File: src/rtl/video_switch_sequencer_pkg.sv
// Shared definitions for the video switch sequencer: FSM states, cfg bit
// positions, default delays and delay-load clamping.
package video_switch_sequencer_pkg;

  typedef enum logic [2:0] {
    IDLE,
    BLANK,
    SWITCH,
    SETTLE,
    ENABLE
  } state_t;

  localparam int unsigned CFG_HD       = 0;
  localparam int unsigned CFG_RGB      = 1;
  localparam int unsigned CFG_EXT_SYNC = 2;
  localparam int unsigned CFG_VIDEO_EN = 3;

  localparam int unsigned DEFAULT_OFF_DELAY    = 200;
  localparam int unsigned DEFAULT_SETTLE_DELAY = 2000;

  localparam int unsigned CNT_W = 16;

  // A zero delay still occupies its state for one cycle.
  function automatic logic [CNT_W-1:0] delay_load(input int unsigned d);
    logic [CNT_W-1:0] v;
    v = d[CNT_W-1:0];
    return (v == '0) ? CNT_W'(1) : v;
  endfunction

endpackage

File: src/rtl/video_switch_sequencer_delay_counter.sv
// Loadable down-counter; expired is high during the final counted cycle.
module delay_counter
  import video_switch_sequencer_pkg::*;
(
  input  logic             clk,
  input  logic             reset,
  input  logic             load,
  input  logic [CNT_W-1:0] load_value,
  input  logic             en,
  output logic             expired
);

  logic [CNT_W-1:0] count;

  always_ff @(posedge clk) begin
    if (reset) begin
      count <= '0;
    end else if (load) begin
      count <= load_value;
    end else if (en && count != '0) begin
      count <= count - CNT_W'(1);
    end
  end

  assign expired = (count <= CNT_W'(1));

endmodule

File: src/rtl/video_switch_sequencer.sv
// Sequences video standard / sync select changes: blank the output, switch
// the selects, let the analog path settle, then re-enable video.
module video_switch_sequencer
  import video_switch_sequencer_pkg::*;
#(
  parameter int unsigned OFF_DELAY    = DEFAULT_OFF_DELAY,
  parameter int unsigned SETTLE_DELAY = DEFAULT_SETTLE_DELAY
) (
  input  logic       clk_20mhz,
  input  logic       reset,
  input  logic       cfg_wr,
  input  logic [7:0] cfg_data,
  output logic       hd_sd_x,
  output logic       rgb_comp_x,
  output logic       int_ext_x,
  output logic       video_oe_x,
  output logic       busy,
  output logic       done_irq,
  output logic [7:0] status
);

  localparam logic [CNT_W-1:0] OFF_LOAD    = delay_load(OFF_DELAY);
  localparam logic [CNT_W-1:0] SETTLE_LOAD = delay_load(SETTLE_DELAY);

  state_t           state, next_state;
  logic [3:0]       target, pending, applied, req;
  logic             pending_valid, req_valid, to_blank;
  logic             cnt_load, cnt_en, cnt_expired;
  logic [CNT_W-1:0] cnt_value;
  logic             unused_cfg;

  assign unused_cfg = ^cfg_data[7:4];

  // A write landing in the ENABLE cycle is served alongside any pending one,
  // newest data winning.
  assign req_valid = cfg_wr | pending_valid;
  assign req       = cfg_wr ? cfg_data[3:0] : pending;

  delay_counter u_delay (
    .clk        (clk_20mhz),
    .reset      (reset),
    .load       (cnt_load),
    .load_value (cnt_value),
    .en         (cnt_en),
    .expired    (cnt_expired)
  );

  always_ff @(posedge clk_20mhz) begin
    if (reset) state <= IDLE;
    else       state <= next_state;
  end

  always_comb begin
    next_state = state;
    cnt_load   = 1'b0;
    cnt_en     = 1'b0;
    cnt_value  = OFF_LOAD;
    to_blank   = 1'b0;
    unique case (state)
      IDLE: begin
        if (cfg_wr) begin
          to_blank   = cfg_data[CFG_EXT_SYNC:CFG_HD] != target[CFG_EXT_SYNC:CFG_HD];
          next_state = to_blank ? BLANK : ENABLE;
        end
      end
      BLANK: begin
        cnt_en = 1'b1;
        if (cnt_expired) next_state = SWITCH;
      end
      SWITCH: begin
        cnt_load   = 1'b1;
        cnt_value  = SETTLE_LOAD;
        next_state = SETTLE;
      end
      SETTLE: begin
        cnt_en = 1'b1;
        if (cnt_expired) next_state = ENABLE;
      end
      ENABLE: begin
        if (req_valid) begin
          to_blank   = req[CFG_EXT_SYNC:CFG_HD] != target[CFG_EXT_SYNC:CFG_HD];
          next_state = to_blank ? BLANK : ENABLE;
        end else begin
          next_state = IDLE;
        end
      end
      default: next_state = IDLE;
    endcase
    if (to_blank) cnt_load = 1'b1;
  end

  always_ff @(posedge clk_20mhz) begin
    if (reset) begin
      target        <= '0;
      pending       <= '0;
      pending_valid <= 1'b0;
      applied       <= '0;
      hd_sd_x       <= 1'b0;
      rgb_comp_x    <= 1'b0;
      int_ext_x     <= 1'b1;
      video_oe_x    <= 1'b1;
      done_irq      <= 1'b0;
    end else begin
      done_irq <= 1'b0;
      unique case (state)
        IDLE: begin
          if (cfg_wr) begin
            target <= cfg_data[3:0];
            if (to_blank) video_oe_x <= 1'b1;
          end
        end
        BLANK, SETTLE: begin
          video_oe_x <= 1'b1;
          if (cfg_wr) begin
            pending       <= cfg_data[3:0];
            pending_valid <= 1'b1;
          end
        end
        SWITCH: begin
          hd_sd_x    <= target[CFG_HD];
          rgb_comp_x <= target[CFG_RGB];
          int_ext_x  <= ~target[CFG_EXT_SYNC];
          if (cfg_wr) begin
            pending       <= cfg_data[3:0];
            pending_valid <= 1'b1;
          end
        end
        ENABLE: begin
          done_irq   <= 1'b1;
          applied    <= target;
          // Chaining into BLANK keeps video off rather than flashing it on.
          video_oe_x <= to_blank ? 1'b1 : ~target[CFG_VIDEO_EN];
          if (req_valid) begin
            target        <= req;
            pending_valid <= 1'b0;
          end
        end
        default: ;
      endcase
    end
  end

  assign busy   = (state != IDLE);
  assign status = {busy, pending_valid, 2'b00, applied};

endmodule

File: config.mk
export PLATFORM = sky130hd
export DESIGN_NAME = video_switch_sequencer
export DESIGN_NICKNAME = d
export VERILOG_FILES = /design/src/rtl/video_switch_sequencer_pkg.sv /design/src/rtl/video_switch_sequencer_delay_counter.sv /design/src/rtl/video_switch_sequencer.sv
export SDC_FILE = /design/constraint.sdc
export NUM_CORES = 1
export LEC_CHECK = 0
export CAP_MARGIN = 20
export CORE_MARGIN = 2
export CORE_UTILIZATION = 51
export CTS_BUF_LIST = sky130_fd_sc_hd__clkbuf_8 sky130_fd_sc_hd__clkbuf_16
export CTS_CLUSTER_DIAMETER = 100
export DETAILED_ROUTE_END_ITERATION = 12
export PLACE_DENSITY = 0.84
export RECOVER_POWER = 50
export SLEW_MARGIN = 40
export SYNTH_ARGS = -nofsm -noshare
export SYNTH_HDL_FRONTEND = slang
export SYNTH_SLANG_ARGS = --single-unit
File: constraint.sdc
create_clock -name clk_20mhz -period 5.3 [get_ports clk_20mhz]
set_input_delay 1.325 -clock clk_20mhz [delete_from_list [all_inputs] [get_ports clk_20mhz]]
set_output_delay 1.325 -clock clk_20mhz [all_outputs]
set_load 0.02 [all_outputs]
Word-level counts from Yosys, hierarchy flattened. Index checks and enable logic that the tools add are counted.

Mux-type cells: 28. $add $sub $neg: 1. Eq/ne operators: 12. Bitwise operators: 3. Reductions and logical operators: 14. $lt $le $gt $ge: 1.

Operators by type and width (count): 16-bit two-way mux (2); 3-bit two-way mux (6); 16-bit by 1-bit <= comparator with 1-bit output, second input constant (1); 16-bit nonzero test (1); 16-bit by 1-bit subtractor with 16-bit output, second input constant (1); 3-bit case mux with 5 select lines (1); 4-bit two-way mux (3); 3-bit AND reduction (4); 1-bit two-way mux (11); 11-bit two-way mux (1); 2-bit != test, second input constant (5); 4-bit case mux with 2 select lines (1); 3-bit by 2-bit equality test with 1-bit output, second input constant (2); 3-bit != test (2); 2-bit nonzero test (3); 3-bit nonzero test (2); 1-bit case mux with 2 select lines (2); 3-bit by 1-bit equality test with 1-bit output, second input constant (1); 3-bit equality test, second input constant (1); 3-bit zero test (1); 1-bit case mux with 3 select lines (1); 3-bit OR reduction (1); 2-bit by 1-bit != test with 1-bit output, second input constant (1); 1-bit NOT (2); other kinds (3) (3).

Bits in registers: 37.

Depth between registers and ports, before layout.
Word-level depth: 7. Gate-level depth with buffers: 8.

Modules after synthesis. From an unflattened synthesis, not the netlist that was laid out.

Cell total of the unflattened synthesis: 254. Area, all modules: 2103.3 µm².

Modules (own cells, without submodules): video_switch_sequencer (area an instance 1106.1 µm², times used 1, cells an instance 134); delay_counter (area an instance 997.2 µm², times used 1, cells an instance 120).

Least setup slack after synthesis. No wires, ideal clock.

Path type: input port to flip-flop. Start point: in cfg_wr. End point: reg u_delay.count[0]. Data required time: 5226 ps. Stages on the path: 7. Buffers on the path: 2. Data arrival time: 2778 ps. Slack: 2448 ps. Cells stage by stage: clkbuf_1 -> mux2i_1 -> xnor2_1 -> o31ai_4 -> a21oi_4 -> buf_6 -> nor3_2.

Longest elaborated chain between the ends: 6. Elaborated cells on any way between the ends: 9. Those cells by class: 1 x eq/ne; 6 x mux; 1 x bitwise; 1 x reduce/logical.

Ends and longest elaborated chain: from (decl) (RTL line video_switch_sequencer.sv:11) `input logic cfg_wr,`; 4-bit two-way mux; 3-bit != test (RTL line video_switch_sequencer.sv:81) `to_blank = req[CFG_EXT_SYNC:CFG_HD] != target[CFG_EXT_SYNC:CFG_HD];`; 1-bit two-way mux (RTL line video_switch_sequencer.sv:80) `if (req_valid) begin`; 1-bit case mux with 2 select lines * (RTL line video_switch_sequencer.sv:59) `unique case (state)`; 1-bit two-way mux * (RTL line video_switch_sequencer.sv:89) `if (to_blank) cnt_load = 1'b1;`; 16-bit two-way mux or 2-bit nonzero test (tied branches); to (signal assigned) (RTL line video_switch_sequencer_delay_counter.sv:19) `count <= load_value;`; to (signal assigned) (RTL line video_switch_sequencer_delay_counter.sv:21) `count <= count - CNT_W'(1);`; to (decl) (RTL line video_switch_sequencer_delay_counter.sv:13) `logic [CNT_W-1:0] count;`.

Every way passes the cells marked *; elsewhere a longest branch is shown, timed or not. A chain may end at the register's enable or synchronous reset.

Worst setup path in the final report.
Start point: in cfg_wr. End point: reg u_delay.count[3].

The elaborated chain is that of the path after synthesis.

==> results.ini <==
[outcome]
run_status=finished clean

[sta]
fin_ws_ns=1.864
fmax_ghz=0.2911
relSlewSlack_pct=19.56
worst_pin_slew_ns=1.207
tns_ns=0
rsz0062_at_grt=no
drv_slew=0
worst_clock_skew_ns=0.008425
finalSetupViolations=0
finalHoldViolations=0
fin_crit_sh_pct=64.82
finalCriticalPeriod_ns=3.436
holdWs_ns=0.4528

[setup_path]
critical_path_class=input port to register
critPathMaxFanout=15
end_kind=register
cp-startpoint=cfg_wr
r2r-start=u_delay.count[4]
r2r-end=u_delay.count[4]
crit_path_start_kind=input port
cp_data_required_time_ns=5.51
worstPathArrival_ns=3.65
r2r_slack_ns=2.93
ff2ff_path_depth=5

[synthesis]
yosysWarnings=0
synth.avg_cell_area_um2=8.780
ys_ff_latch=37
synth_cell_types=57
async_reset_ff_share_pct=0
syn_area_um2=2019
netlist_instances=230
synth_edf_count=0
seq_area_frac_synth_pct=36.68
synth_ff_type=dfxtp_1

[final_layout]
ff_latch_area_um2=740.7
final_common_cell=dfxtp_1
fillers=342
final_cell_mix=37 x dfxtp_1, 23 x nand2_1, 19 x nor2_1
multiInputGateArea_um2=1165
fin_cells=289
syn_to_final_growth_pct=14.25
design_area_um2=2307
insertedDiodeCount=0
drive_above_1_share_pct=12.86
fin_nets=254
finish.utilization_pct=61.63

[floorplanning]
core_area_um2=3744
num_rows=22
fp.dieW_um=66.93
die-area_um2=4479
ios=25
die_h_um=66.93
initial_core_util_pct=53.94

[cts]
clock_path_buffers=2
cts_buffers=5
path_clk_slew_ns=0.08
cts_setup_buffers=0
cts_tree=built
cts_sinks=37
worstSkewPairLatency_ns=0.30
ctsHoldBuffers=0
cts_root_buf=clkbuf_8
ctsResizeCount=0
htreeDepth=2

[power_and_ir_drop]
p_leak_nw=0.8294
power.total_mw=1.518
peakVddDrop_mv=0.2906
power_density_nw_per_um2=657.8

[detailed_routing]
drc=0
drt_iter0_drc=69
wl_per_cell_um=14.88
drtPass1Iterations=5
routed_via_density=5.934
antenna_left=0
via_count=1715
wl_um=4300

[placement]
dpl.cell_count=281
portBuffers=18
place.gp.congestion=0.8620
placed_area_um2=2180
hpwl_um=2980
place_ws_ns=1.575

[min_path]
hold-path-cell-count=2
hold_end=applied[3]
min-delay-start=applied[3]
min_path_type=register to register

[global_routing]
met1_usage_pct=25.18
grt_pass1_vias=1689
met3_usage_pct=5.574
grt_pass1_wl_um=7438
antenna_found_initial=0
grtUsageMet2_pct=37.75
overflow=0
grt_busiest_layer=met2
grt_max_degree=23
grt_usage_pct=22.22

[run]
maxCapViolCount=0

[how the worst max path moves through the flow]
stage                       end  cells after the start  slack [ns]
2_1_floorplan  u_delay.count[0]                      7        2.45
3_3_place_gp   u_delay.count[3]                      6        1.56
3_5_place_dp   u_delay.count[3]                      6        1.58
4_1_cts        u_delay.count[3]                      6        1.88
5_1_grt        u_delay.count[3]                      6        1.65
6_report       u_delay.count[3]                      6        1.86
[per-layer routing]
metal | wire length (um) | vias up
li1 | - | 853
met1 | 1904 | 794
met2 | 2052 | 55
met3 | 234 | 13
met4 | 110 | 0
met5 | 0 | -
[state kept, by name, indices dropped and copies added, names as in the netlist]
name	cells
applied	4
hd_sd_x	1
video_oe_x	1
int_ext_x	1
rgb_comp_x	1
pending_valid	1
u_delay.count	16
state	3
target	4
pending	4
done_irq	1
[area by class of cell]
class	count	area share, %
inverter	5	0.8135
timing repair buffer	20	8.026
clock buffer	5	2.983
sequential	37	32.10
multi-input combinational	171	50.49
clock inverter	3	2.983
tap	48	2.603
[critical path: stages]
cell             delay, ns
clkdlybuf4s50_1       0.83
mux2i_1               0.37
xnor2_1               0.17
o31ai_4               0.42
a21oi_4               0.22
o41ai_2               0.30
[report_power, final]
| part | switching, mW | internal (mW) |
|---|---|---|
| clock network | 0.112 | 0.189 |
| logic | 0.466 | 0.301 |
| registers | 0.0933 | 0.356 |
[synthesized netlist by cell type, types with 2 or more instances]
cell / number / share of area [%]
a211oi_1: 2 / 0.74
a211oi_2: 5 / 3.1
a21o_1: 2 / 0.74
a21oi_1: 13 / 3.2
a311oi_1: 2 / 0.87
a31oi_1: 4 / 1.2
buf_4: 4 / 1.5
buf_6: 2 / 1.1
clkbuf_1: 11 / 2.0
dfxtp_1: 37 / 37
ha_1: 3 / 1.9
inv_1: 5 / 0.93
mux2i_1: 6 / 3.0
nand2_1: 23 / 4.3
nand3_1: 8 / 2.0
nand3b_1: 3 / 1.1
nand4_1: 3 / 0.93
nor2_1: 19 / 3.5
nor3_1: 9 / 2.2
nor3_2: 3 / 1.5
nor4_1: 2 / 0.62
nor4_2: 2 / 1.2
o211ai_1: 3 / 1.1
o21ai_0: 7 / 1.7
o31ai_1: 5 / 1.9
or3_1: 3 / 0.93
or4_1: 3 / 1.1
xnor2_1: 10 / 4.3
xor2_1: 3 / 1.3
[cell families after synthesis]
kind of cell               count (synthesis)  synth area share (%)
other                                      1                0.1857
and+or+nand+nor                           91                 24.78
muxes                                      6                 2.974
DFF                                       37                 36.68
adders and majority gates                  3                 1.859
buffers and inverters                     23                 5.824
AOI/OAI and AO/OA                         56                 22.06
xor gates and xnor gates                  13                 5.638
No activity file was read; power rests on OpenSTA's default activity.
